### config.mk
export PLATFORM = sky130hd
export DESIGN_NAME = bcd_countdown_timer
export DESIGN_NICKNAME = d
export VERILOG_FILES = /design/src/rtl/bcd_pkg.sv /design/src/rtl/decade_down_digit.sv /design/src/rtl/bcd_countdown_timer.sv
export SDC_FILE = /design/constraint.sdc
export NUM_CORES = 1
export LEC_CHECK = 0
export CAP_MARGIN = 20
export CORE_MARGIN = 1.5
export CORE_UTILIZATION = 29
export CTS_BUF_LIST = sky130_fd_sc_hd__clkbuf_16
export CTS_CLUSTER_DIAMETER = 50
export DETAILED_ROUTE_END_ITERATION = 8
export SLEW_MARGIN = 20
export SYNTH_ARGS = -nofsm -noshare
export SYNTH_HDL_FRONTEND = slang
export SYNTH_SLANG_ARGS = --single-unit
export TNS_END_PERCENT = 20
### constraint.sdc
create_clock -name clk -period 4.9 [get_ports clk]
set_clock_uncertainty 0.05 [all_clocks]
set_input_delay 1.225 -clock clk [delete_from_list [all_inputs] [get_ports clk]]
set_output_delay 1.225 -clock clk [all_outputs]
set_load 0.005 [all_outputs]
### src/rtl/bcd_pkg.sv
// Shared definitions for the BCD countdown timer.
//   state_t   : controller states (IDLE is the reset state)
//   BCD_MAX   : largest legal BCD digit value
//   bcd_valid : true when a 4-bit digit holds a legal BCD value (0..9)
package bcd_pkg;

   typedef enum logic [1:0] {
      IDLE   = 2'd0,
      RUN    = 2'd1,
      PAUSED = 2'd2
   } state_t;

   localparam logic [3:0] BCD_MAX = 4'd9;

   function automatic logic bcd_valid(input logic [3:0] digit);
      return (digit <= BCD_MAX);
   endfunction

endpackage

### src/rtl/decade_down_digit.sv
// One BCD digit of the countdown timer.
// Ports:
//   clk        in   rising-edge clock
//   rst        in   synchronous active-high reset, clears digit to 0
//   load       in   load load_digit (takes priority over dec)
//   load_digit in   [3:0] digit value to load
//   dec        in   decrement by one, 0 wraps to 9 (borrow out)
//   digit      out  [3:0] current digit value
//   is_zero    out  digit currently equals 0
module decade_down_digit
   import bcd_pkg::*;
(
   input  logic       clk,
   input  logic       rst,
   input  logic       load,
   input  logic [3:0] load_digit,
   input  logic       dec,
   output logic [3:0] digit,
   output logic       is_zero
);

   always_ff @(posedge clk) begin
      if (rst) begin
         digit <= 4'd0;
      end else if (load) begin
         digit <= load_digit;
      end else if (dec) begin
         digit <= (digit == 4'd0) ? BCD_MAX : (digit - 4'd1);
      end
   end

   assign is_zero = (digit == 4'd0);

endmodule

### src/rtl/bcd_countdown_timer.sv
// Multi-digit BCD down-counter with preset load, start/pause control and a
// one-cycle terminal-count pulse. Decrements are paced by the tick strobe.
// Ports:
//   clk      in   rising-edge clock
//   rst      in   synchronous active-high reset
//   load     in   preset strobe (rejected with err if any digit > 9)
//   load_val in   [4*DIGITS-1:0] BCD preset, digit 0 in bits [3:0]
//   start    in   start / resume strobe
//   pause    in   pause strobe (RUN only)
//   tick     in   decrement enable, honoured only in RUN
//   count    out  [4*DIGITS-1:0] current BCD value
//   busy     out  high in RUN or PAUSED
//   done     out  one-cycle pulse on terminal count or start-at-zero
//   err      out  one-cycle pulse when a load is rejected
module bcd_countdown_timer
   import bcd_pkg::*;
#(
   parameter int DIGITS = 2
) (
   input  logic                  clk,
   input  logic                  rst,
   input  logic                  load,
   input  logic [4*DIGITS-1:0]   load_val,
   input  logic                  start,
   input  logic                  pause,
   input  logic                  tick,
   output logic [4*DIGITS-1:0]   count,
   output logic                  busy,
   output logic                  done,
   output logic                  err
);

   state_t              state;
   logic                load_ok;
   logic                dec_en;
   logic                count_zero;
   logic                count_is_one;
   logic [DIGITS-1:0]   is_zero;
   logic [DIGITS-1:0]   dec;

   always_comb begin
      load_ok = 1'b1;
      for (int i = 0; i < DIGITS; i++) begin
         if (!bcd_valid(load_val[4*i +: 4])) load_ok = 1'b0;
      end
   end

   assign count_zero   = &is_zero;
   assign count_is_one = (count == (4*DIGITS)'(1));

   // Any load (accepted or rejected) blocks decrementing; pause beats tick.
   // The count_zero guard keeps the counter from ever wrapping to all-9s.
   assign dec_en = (state == RUN) && tick && !pause && !load && !count_zero;

   // Digit i borrows only when every lower digit is already zero.
   for (genvar i = 0; i < DIGITS; i++) begin : g_digit
      if (i == 0) begin : g_lsd
         assign dec[i] = dec_en;
      end else begin : g_upper
         assign dec[i] = dec_en && (&is_zero[i-1:0]);
      end

      decade_down_digit u_digit (
         .clk        (clk),
         .rst        (rst),
         .load       (load && load_ok),
         .load_digit (load_val[4*i +: 4]),
         .dec        (dec[i]),
         .digit      (count[4*i +: 4]),
         .is_zero    (is_zero[i])
      );
   end

   always_ff @(posedge clk) begin
      if (rst) begin
         state <= IDLE;
         done  <= 1'b0;
         err   <= 1'b0;
      end else begin
         done <= 1'b0;
         err  <= 1'b0;
         if (load) begin
            if (load_ok) state <= IDLE;
            else         err   <= 1'b1;
         end else begin
            case (state)
               IDLE: begin
                  if (start) begin
                     if (count_zero) done  <= 1'b1;
                     else            state <= RUN;
                  end
               end
               RUN: begin
                  if (pause) begin
                     state <= PAUSED;
                  end else if (tick && count_is_one) begin
                     // This tick takes the count to zero.
                     state <= IDLE;
                     done  <= 1'b1;
                  end
               end
               PAUSED: begin
                  if (start) state <= RUN;
               end
               default: state <= IDLE;
            endcase
         end
      end
   end

   assign busy = (state != IDLE);

endmodule

==> impl_metrics.tcl <==
set metrics [dict create \
    grt_start_max_net_pins 14 \
    rsz0062_at_grt "no" \
    synth.avg_cell_area_um2 8.47 \
    r2r-start "state[0]$_SDFFE_PP0P_" \
    synth_top_area_share_pct 33.0 \
    root_buffer "clkbuf_16" \
    ys_seq_elements 12 \
    rr_worst_depth 4 \
    start_kind "input port" \
    grt_pass1_vias 687 \
    viasPerCell 5.39 \
    dieWidth_um 53.1 \
    postLayoutCoreUtil_pct 45.3 \
    dr_total_vias 744 \
    layout_min_cycle_time_ns 2.99 \
    row_count 17 \
    rrSetupSlack_ns 3.07 \
    hold_buffers 0 \
    drc 0 \
    gr-total-overflow 0 \
    setup_ws_ns 1.91 \
    arrival_ns 3.10 \
    final_nets 125 \
    cp_data_required_time_ns 5.00 \
    synth_cell_type_count 33 \
    clock_latency_ns 0.24 \
    drive_gt1_share_pct 10.9 \
    dp_hpwl_mm 1.29 \
    antenna_found_initial 0 \
    io_buffers 24 \
    async_flop_share_pct 0 \
    dr.pass1.iters 4 \
    period_share_pct 61.1 \
    yosysTopAreaCell "dfxtp_1" \
    diodes 0 \
    regArea_um2 240 \
    multi_input_area_um2 438 \
    min_from "g_digit[0].u_digit.digit[1]$_SDFFE_PP0P_" \
    tightestPinTransition_ns 0.511 \
    status "finished clean" \
    gp_congestion 0.844 \
    finalPower_uw 327 \
    netlist_instances 86 \
    dieArea_mm2 0.00282 \
    hold_class "reg2reg" \
    antenna_left 0 \
    cts_tree "yes" \
    htreeDepth 1 \
    post_cts_resized 0 \
    drt_iter0_markers 16 \
    post-cts-setup-buffer-count 0 \
    whs_path_depth 2 \
    ys.warnings.count 0 \
    syn_nets 100 \
    wl_per_cell_um 13.4 \
    hold-path-endpoint "g_digit[0].u_digit.digit[1]$_SDFFE_PP0P_" \
    initial_utilization_pct 31.7 \
    cts_inserted_buffers 3 \
    clock_sinks 12 \
    io_pins 25 \
    syn_area_um2 728 \
    yosysSeqAreaShare_pct 33.0 \
    routed_wl_mm 1.84 \
    ir_drop_v 0.000193 \
    clockBufferDepth 2 \
    crit_type "in2reg" \
    finalHoldViolations 0 \
    relSlewSlack_pct 65.6 \
    grt_util_all_layers_pct 14.4 \
    die_h_um 53.1 \
    finalMaxSlewViolations 0 \
    crit_fanout 8 \
    cap_violations 0 \
    crit_path_end_kind "flip-flop" \
    grt_pass1_wl_mm 2.97 \
    synth_edf_count 0 \
    synth_area_leaders "dfxtp_1 (33%), a311oi_1 (8.4%), nor2_1 (6.7%)" \
    n_fill_cell 244 \
    area_delta_synth_final_pct 42.8 \
    leakagePower_uw 0.000367 \
    path_clk_slew_ns 0.05 \
    worstReg2RegEnd "g_digit[0].u_digit.digit[3]$_SDFFE_PP0P_" \
    setup_violations 0 \
    pre_cts_slack_ns 1.64 \
    p_per_area_mw_per_mm2 314 \
    core_area_mm2 0.00230 \
    synthFlopType "dfxtp_1" \
    tns_ns 0 \
    fmax_mhz 334 \
]
[worst max-delay path by stage]
stage,to,from,slack [ns]
global placement,g_digit[0].u_digit.digit[3]$_SDFFE_PP0P_,load,1.69
global route,g_digit[0].u_digit.digit[3]$_SDFFE_PP0P_,load,1.75
CTS,g_digit[0].u_digit.digit[3]$_SDFFE_PP0P_,load,1.90
detailed placement,g_digit[0].u_digit.digit[3]$_SDFFE_PP0P_,load,1.64
finish,g_digit[0].u_digit.digit[3]$_SDFFE_PP0P_,load,1.91
floorplan,g_digit[0].u_digit.digit[3]$_SDFFE_PP0P_,load,2.27
[synthesized netlist by cell type, types with 2 or more instances]
cell type,instances
nor2_1,13
dfxtp_1,12
a311oi_1,7
o21ai_0,6
a21oi_1,5
nand2_1,5
nand3_1,4
or3_2,3
buf_6,2
inv_1,2
nand3b_1,2
nor3_1,2
o31ai_1,2
or4_1,2
[final cells by class]
type                    instances  area share [%]
clock buffers                   3            7.22
clock inverters                 1           0.361
inverters                       2           0.722
multi-input cells              68            42.1
flip-flops and latches         12            23.1
well taps                      28            3.37
repair buffers                 24            23.1
[cell families (layout without fill, tap and decap cells)]
family / after synthesis / count (layout) / share of synthesized area [%]
and+or+nand+nor: 41 / 41 / 34.2
DFF: 12 / 12 / 33.0
muxes: 1 / 1 / 1.37
AOI/OAI and AO/OA: 26 / 26 / 24.6
buffers and inverters: 6 / 30 / 6.87
[per-stage QoR]
stage,hold slack [ns],cell area (µm²),instances
floorplan,0.452,728,86
global placement,0.475,961,134
detailed placement,0.469,961,134
CTS,0.478,1040,138
global route,0.516,1040,138
finish,0.482,1040,138
[layout by cell type (no fill, tap or decap), types with 2 or more instances in the layout]
cell,netlist,layout
o21ai_0,6,6
a21oi_1,5,5
clkdlybuf4s50_1,0,24
nand3_1,4,4
dfxtp_1,12,12
clkbuf_16,0,3
nor2_1,13,13
nand2_1,5,5
inv_1,2,2
a311oi_1,7,7
nand3b_1,2,2
nor3_1,2,2
o31ai_1,2,2
or3_2,3,3
or4_1,2,2
[routing by layer]
metal / vias up / wire (µm) / GRT usage, %
met2: 22 / 786 / 22.3
li1: 376 / - / -
met4: 0 / 10 / 5.13
met5: - / 0 / 0
met3: 2 / 105 / 4.24
met1: 344 / 941 / 18.9
[critical path, stage by stage]
cell             delay, ns
clkdlybuf4s50_1       0.57
nor4b_4               0.46
nand2_4               0.12
or4_1                 0.48
a311oi_1              0.24
[sequential cells by signal, indices dropped and copies added (netlist names)]
| name | cells |
|---|---|
| g_digit.u_digit.digit | 8 |
| state | 2 |
| done | 1 |
| err | 1 |
[where the power goes]
group          total [µW]  internal [µW]  leakage, µW  switching (µW)
clock network         152            108    0.0000385            44.3
logic                61.6           34.6     0.000230            27.0
registers             113            104    0.0000984            9.02
total                 327            247     0.000367            80.3
Power figures use the tool's default switching activity.
